$ cat config.mk
export PLATFORM = sky130hd
export DESIGN_NAME = rom_linebuf
export DESIGN_NICKNAME = d
export VERILOG_FILES = /design/src/rtl/rom_linebuf.sv
export SDC_FILE = /design/constraint.sdc
export NUM_CORES = 1
export LEC_CHECK = 0
export BUFFER_PORTS_ARGS = -buffer_cell sky130_fd_sc_hd__buf_2
export CAP_MARGIN = 20
export CORE_MARGIN = 1.5
export CORE_UTILIZATION = 35
export CTS_CLUSTER_DIAMETER = 80
export DETAILED_ROUTE_END_ITERATION = 10
export SETUP_SLACK_MARGIN = 0.5
export SLEW_MARGIN = 10
export SYNTH_ARGS = -nofsm -noshare
export SYNTH_HDL_FRONTEND = slang
export SYNTH_SLANG_ARGS = --single-unit
$ cat constraint.sdc
create_clock -name clk -period 2.3 [get_ports clk]
set_clock_uncertainty 0.1 [all_clocks]
set_input_delay 0.23 -clock clk [delete_from_list [all_inputs] [get_ports clk]]
set_output_delay 0.23 -clock clk [all_outputs]
set_load 0.02 [all_outputs]
$ cat src/rtl/rom_linebuf.sv
// One-line (4 x 32-bit) read cache in front of a parallel flash ROM stage.
// Misses always fill words 0..3 in order; writes are acknowledged and discarded.
module rom_linebuf #(
    parameter int unsigned FILL_GAP = 1
) (
    input  logic        clk,
    input  logic        reset,
    input  logic        en,
    input  logic        wr,
    input  logic [1:0]  size,
    input  logic [23:0] addr,
    output logic [31:0] data_out,
    output logic        wt,
    input  logic        spi_en,
    output logic        rom_en,
    output logic        rom_wr,
    output logic [1:0]  rom_size,
    output logic [23:0] rom_addr,
    input  logic [31:0] rom_data,
    input  logic        rom_wt
);

    typedef enum logic [1:0] {StIdle, StFill, StGap, StResp} state_e;

    localparam logic [1:0] GapLast = 2'(FILL_GAP - 1);

    state_e      state_q, state_d;
    logic [19:0] tag_q, tag_d;
    logic        valid_q, valid_d;
    logic [1:0]  k_q, k_d;
    logic [1:0]  gap_q, gap_d;
    logic        spi_bad_q, spi_bad_d;
    logic [3:0]  off_q, off_d;
    logic [1:0]  size_q, size_d;
    logic [31:0] line_q [4];
    logic [31:0] line_d [4];
    logic [31:0] data_d;

    // Big-endian lane select; size 11 behaves as word.
    function automatic logic [31:0] lane_sel(input logic [31:0] w, input logic [1:0] off,
                                             input logic [1:0] sz);
        logic [31:0] r;
        case (sz)
            2'b00: begin
                case (off)
                    2'd0:    r = {24'b0, w[31:24]};
                    2'd1:    r = {24'b0, w[23:16]};
                    2'd2:    r = {24'b0, w[15:8]};
                    default: r = {24'b0, w[7:0]};
                endcase
            end
            2'b01:   r = off[1] ? {16'b0, w[15:0]} : {16'b0, w[31:16]};
            default: r = w;
        endcase
        return r;
    endfunction

    always_comb begin
        state_d   = state_q;
        tag_d     = tag_q;
        valid_d   = valid_q;
        k_d       = k_q;
        gap_d     = gap_q;
        spi_bad_d = spi_bad_q;
        off_d     = off_q;
        size_d    = size_q;
        line_d    = line_q;
        data_d    = data_out;
        wt        = 1'b1;
        rom_en    = 1'b0;
        unique case (state_q)
            StIdle: begin
                if (spi_en) valid_d = 1'b0;
                if (en) begin
                    if (wr) begin
                        data_d  = '0;
                        state_d = StResp;
                    end else if (valid_q && tag_q == addr[23:4] && !spi_en) begin
                        data_d  = lane_sel(line_q[addr[3:2]], addr[1:0], size);
                        state_d = StResp;
                    end else begin
                        tag_d     = addr[23:4];
                        valid_d   = 1'b0;
                        k_d       = 2'd0;
                        spi_bad_d = 1'b0;
                        off_d     = addr[3:0];
                        size_d    = size;
                        state_d   = StFill;
                    end
                end
            end
            StFill: begin
                rom_en    = 1'b1;
                spi_bad_d = spi_bad_q | spi_en;
                if (!rom_wt) begin
                    line_d[k_q] = rom_data;
                    if (k_q == 2'd3) begin
                        // Word 3 arrives this cycle, so take it straight from the bus.
                        valid_d = !(spi_bad_q | spi_en);
                        data_d  = lane_sel((off_q[3:2] == 2'd3) ? rom_data : line_q[off_q[3:2]],
                                           off_q[1:0], size_q);
                        state_d = StResp;
                    end else begin
                        gap_d   = 2'd0;
                        state_d = StGap;
                    end
                end
            end
            StGap: begin
                spi_bad_d = spi_bad_q | spi_en;
                if (gap_q == GapLast) begin
                    gap_d   = 2'd0;
                    k_d     = k_q + 2'd1;
                    state_d = StFill;
                end else begin
                    gap_d = gap_q + 2'd1;
                end
            end
            StResp: begin
                wt      = 1'b0;
                state_d = StIdle;
            end
        endcase
    end

    always_ff @(posedge clk or negedge reset) begin
        if (!reset) begin
            state_q   <= StIdle;
            tag_q     <= '0;
            valid_q   <= 1'b0;
            k_q       <= 2'd0;
            gap_q     <= 2'd0;
            spi_bad_q <= 1'b0;
            off_q     <= '0;
            size_q    <= '0;
            data_out  <= '0;
            for (int i = 0; i < 4; i++) line_q[i] <= '0;
        end else begin
            state_q   <= state_d;
            tag_q     <= tag_d;
            valid_q   <= valid_d;
            k_q       <= k_d;
            gap_q     <= gap_d;
            spi_bad_q <= spi_bad_d;
            off_q     <= off_d;
            size_q    <= size_d;
            data_out  <= data_d;
            line_q    <= line_d;
        end
    end

    assign rom_wr   = 1'b0;
    assign rom_size = 2'b10;
    assign rom_addr = {tag_q, k_q, 2'b00};

endmodule

; After elaboration in Yosys (flattened, before gate mapping)
; Cells that the tools add are included.
[word_totals]
out_inout_bits = 61
reg_bits = 194
wordCells = 121
mem_count = 0
in_bits = 64
rom_bits = 0
latch_bits = 0
mem_bits_rw = 0
[classes]
shifts = 0
n_eq_ne = 20
add_sub_neg = 2
bitwise_logic = 7
n_reduce_logical = 24
mux = 51
n_mul = 0
div_mod_pow = 0
order_cmp = 4
[op_table]
columns = operator, count
row1 = $mux 32, 11
row2 = $pmux 32 s2, 3
row3 = $bmux 32 s2, 2
row4 = $bwmux 128, 1
row5 = $demux 32 s2, 1
row6 = $pmux 8 s3, 2
row7 = $mux 16, 2
row8 = $mux 2, 12
row9 = $eq 20x20->1, 1
row10 = $ne 2x2->1 const B, 7
row11 = $eq 2x2->1 const B, 6
row12 = $logic_not 2->1, 6
row13 = $mux 1, 12
row14 = $eq 2x1->1 const B, 5
row15 = $reduce_and 5->1, 2
row16 = $ge 3x3->1 const B, 3
row17 = $not 2->3, 3
row18 = $reduce_and 3->1, 3
row19 = $pmux 2 s2, 2
row20 = $pmux 2 s4, 1
row21 = $reduce_and 4->1, 2
row22 = $reduce_bool 2->1, 4
row23 = $add 2x1->2 const B, 2
row24 = $pmux 1 s2, 2
row25 = other kinds (8), 13

; Longest topological paths before layout
[depth]
word_depth = 10
mapped_depth = 11
ltp_nobuf = 7

; Least setup slack after synthesis
; OpenSTA, ideal clock, no wires.
[synth_path]
path_kind = flip-flop to flip-flop
start = register state_q[1]
end = register data_out[15]
synth_period_minus_slack_ns = 2.541
setup_slack_ns = -0.241
stages_incl_launch_ff = 10
setup_ns = 0.127
t_arrival_ns = 2.313
path_buffers = 2
required_time_ns = 2.073
cell_sequence = dfrtp_1 -> inv_1 -> ha_1 -> nor2b_1 -> nand2_1 -> a2bb2oi_1 -> and2_1 -> buf_4 -> buf_6 -> mux2_1
[synth_via]
elab_chain_len = 3
[synth_rtl]
columns = element, line
row1 = "start, declared", 27  ; state_e state_q, state_d;
row2 = "start signal, assigned", 128  ; state_q <= StIdle;
row3 = "start signal, assigned", 139  ; state_q <= state_d;
row4 = $eq 2x1->1 or $logic_not 2->1 (tied branches), 71  ; unique case (state_q)
row5 = $ne 2x2->1 (no line) (tied with other cells), n/a
row6 = $reduce_and 5->1 (no line), n/a
row7 = "end signal, assigned", 147  ; data_out <= data_d;
row8 = "end, declared", 12  ; output logic [31:0] data_out,
; Several ways; a longest one is shown, not always the timed one.
; A chain may end at the register's enable or synchronous reset.

; Worst setup path in the final report
[layout_path]
start = register off_q[3]
end = register data_out[10]
[layout_via]
elab_chain_len = 10
[layout_rtl]
columns = element, line
row1 = "start, declared", 33  ; logic [3:0] off_q, off_d;
row2 = "start signal, assigned", 134  ; off_q <= '0;
row3 = "start signal, assigned", 145  ; off_q <= off_d;
row4 = $not 2->3 (implied by the code), 100  ; data_d = lane_sel((off_q[3:2] == 2'd3) ? rom_data : line_q[off_q[3:2]],
row5 = $bmux 32 s2, 100
row6 = $mux 32 (implied by the code) (2 in series), 100
row7 = $mux 32 (*), 100
row8 = $mux 16, 52  ; 2'b01: r = off[1] ? {16'b0, w[15:0]} : {16'b0, w[31:16]};
row9 = $pmux 32 s2 (*), 43  ; case (sz)
row10 = $mux 32 (*), 97  ; if (k_q == 2'd3) begin
row11 = $mux 32 (*), 95  ; if (!rom_wt) begin
row12 = $pmux 32 s2 (*), 71
; Every way passes the cells marked *; elsewhere a longest branch is shown, timed or not. The select of a mux whose other input is x is not followed.

==> impl_metrics.tcl <==
set metrics [dict create \
    drv_cap 0 \
    portBuffers 119 \
    switching_share 0.399 \
    clk_pin_slew_ns 0.08 \
    fin_crit_ns 2.19 \
    worstSetupPathType "reg2reg" \
    initial_core_util 0.357 \
    nets 1127 \
    gp_congestion 0.866 \
    slew_violations 0 \
    clock-root-buffer "clkbuf_16" \
    drc 0 \
    drtPass1Iterations 5 \
    ys_warn_count 0 \
    num_vias 8202 \
    hold_violations 0 \
    multi_input_area_sq_um 5960 \
    synth_xor_area_frac 0.0160 \
    p_clk_frac 0.146 \
    setup_viol 0 \
    p_int_uw 12200 \
    grt_pass1_vias 8393 \
    rsz0062_at_grt "yes" \
    rows 64 \
    routedWlPerCell_um 22.3 \
    dieArea_sq_um 32300 \
    syn_to_final_growth_pct 30.7 \
    clock_sinks 194 \
    run_status "complete, no violations" \
    cts_tree "yes" \
    wl_um 32700 \
    cp-start-kind "register" \
    tns_ns 0 \
    r2r_slack_ns 0.11 \
    ant_nets 0 \
    drtIter0Drc 720 \
    dp_hpwl_um 20800 \
    tightest_slew_ns 0.567 \
    ios 125 \
    synth_top_family_by_area "multiplexers" \
    dieHeight_um 180 \
    max_freq_mhz 456 \
    ys_seq_area_frac 0.444 \
    p_comb_frac 0.533 \
    yosysTopAreaCellShare 0.444 \
    clk_latency_ns 0.44 \
    htreeDepth 4 \
    cpMaxStageDelayCell "dfrtp_2" \
    synth_largest_area_cell "dfrtp_1" \
    grt_max_degree 70 \
    seqCellArea_sq_um 4870 \
    synth_edf_count 0 \
    synth_compound_area_frac 0.101 \
    syn_inst 833 \
    synth_area_per_cell_sq_um 13.1 \
    cp_max_fo 17 \
    async_flop_share 1.00 \
    n_fill_cell 2718 \
    crit_family "multiplexers" \
    core_area_sq_um 30700 \
    syn_area_sq_um 10900 \
    die_w_um 180 \
    worst_setup_path_end_kind "register" \
    powerDensity_nw_per_um2 1420 \
    p_leak_uw 0.00609 \
    vdd.ir_drop.worst_mv 0.593 \
    ys_seq_elements 194 \
    synth_ff_type "dfrtp_1" \
    globalRoute.totalOverflow 0 \
    arrival_ns 2.41 \
    cp.required_ns 2.52 \
    hold_path_class "in2reg" \
    yosys.area_share.adder 0.0114 \
    worst_path_largest_cell_delay_ns 0.52 \
    yosys.cell_count.top_type "dfrtp_1" \
    path_buf_inv 1 \
    seqPwrFrac 0.320 \
    global_route.usage.total 0.203 \
    via_per_inst 5.61 \
    numCtsBuffers 17 \
    p_total_uw 20400 \
    utilization 0.466 \
    synthTopCellsByCount "194 x dfrtp_1, 177 x mux2_2, 79 x a21oi_1" \
    antenna_found_initial 5 \
    yosys.area_share.simple 0.0374 \
    finalInstanceArea_sq_um 14300 \
    yosys.cell_types.count 46 \
    crit_chain "buf_12, mux2_2, mux2i_1, nor2_1, a21oi_1, o221ai_1, mux2_4" \
    placed_area_sq_um 12500 \
    drive_gt1_frac 0.515 \
    synthTopCellsByArea "dfrtp_1 44%, mux2_2 18%, mux4_2 15%, a21oi_1 3.6%, mux2i_1 2.2%" \
    cts.path.max_buffers 2 \
    grt_pass1_wl_um 50900 \
    slew_headroom 0.619 \
    netSwitchingPower_uw 8140 \
    synthMuxAreaShare 0.355 \
    finalCritPeriodShare 0.953 \
]
[state kept, by name (all words and copies together), names as in the netlist, 2 cells and up]
register and flops:
line_q 128, tag_q 20, size_q 2, off_q 4
data_out 32, gap_q 2, k_q 2, state_q 2
[placed cells by master (no fill, tap or decap), types with 7 or more instances in the layout]
cell / n
inv_1: 7
mux2i_1: 23
a31oi_1: 8
dlygate4sd3_1: 50
ha_1: 9
clkbuf_16: 19
mux2_4: 10
mux4_2: 71
a211oi_1: 14
mux2_2: 171
dfrtp_1: 183
a21oi_1: 64
buf_16: 11
nor2b_1: 9
buf_12: 16
o21ai_0: 8
buf_2: 118
xor2_1: 17
a22oi_1: 12
nand2_1: 17
buf_4: 55
o221ai_1: 21
a21oi_2: 15
dfrtp_2: 11
nor2_1: 24
[cell type report]
type                       instances  area share
antenna                            1    0.000175
clock buffer                      17      0.0298
inverter                           9     0.00236
sequential                       194       0.340
multi-input combinational        568       0.417
tap                              396      0.0347
timing repair buffer             263       0.164
clock inverter                    15      0.0120
[worst paths after layout]
check	from	end	cells past startpoint
hold reg to reg	gap_q[0]	gap_q[0]	2
setup / recovery	off_q[3]	data_out[10]	7
min in group asynchronous	reset	line_q[92]	2
hold / removal	rom_data[27]	line_q[91]	2
setup reg to reg	off_q[3]	data_out[10]	7
max in group asynchronous	reset	tag_q[8]	3
[logic make-up (layout without fill, tap and decap cells)]
| kind of cell | count (synthesis) | in the layout |
|---|---|---|
| multiplexers | 276 | 276 |
| flip-flops | 194 | 194 |
| AO/OA/AOI/OAI | 173 | 173 |
| AND/OR/NAND/NOR | 84 | 84 |
| buffers and inverters | 74 | 304 |
| XOR/XNOR | 20 | 20 |
| adder cells (fa/ha/maj) | 10 | 10 |
| other | 2 | 6 |
[per-layer routing]
| metal | vias up | routed length, um | GRT usage |
|---|---|---|---|
| li1 | 3657 | - | - |
| met1 | 4242 | 14600 | 0.284 |
| met2 | 247 | 15300 | 0.317 |
| met3 | 48 | 1820 | 0.0391 |
| met4 | 8 | 841 | 0.0673 |
| met5 | - | 51 | 0 |
[what timing repair did]
action / in CTS / in global routing
hold endpoints to repair: 166 / 0
gates cloned: 12 / 3
buffers inserted: 15 / 5
gates resized for setup: 54 / 10
setup endpoints to repair: 192 / 160
hold buffers: 50 / 0
pin swaps: 11 / 5
[power by group through the flow]
stage               clock network [uW]  registers (uW)  logic, uW
CTS                               3050            6490      10600
global route                      3210            6780      11500
detailed placement                   0            6540       9670
finish                            2980            6520      10900
floorplan                            0            6660       6380
global placement                     0            6460       9550
[worst reg2reg max path, delay by kind of cell (launching register included)]
kind	cells	cell delay, ns
muxes	3	0.85
buffers and inverters	1	0.21
DFF	1	0.52
and+or+nand+nor	1	0.05
AOI/OAI and AO/OA	2	0.35
[metrics by stage]
stage	cells	hold WS [ns]	worst slack [ns]
2_1_floorplan	836	-0.166	0.0861
5_1_grt	1462	0.000957	0.0362
3_3_place_gp	1345	0.104	0.103
6_report	1463	0.00604	0.108
3_5_place_dp	1345	0.109	0.0738
4_1_cts	1454	0.00132	0.115
Note: power is estimated with default switching activity, not from simulation.
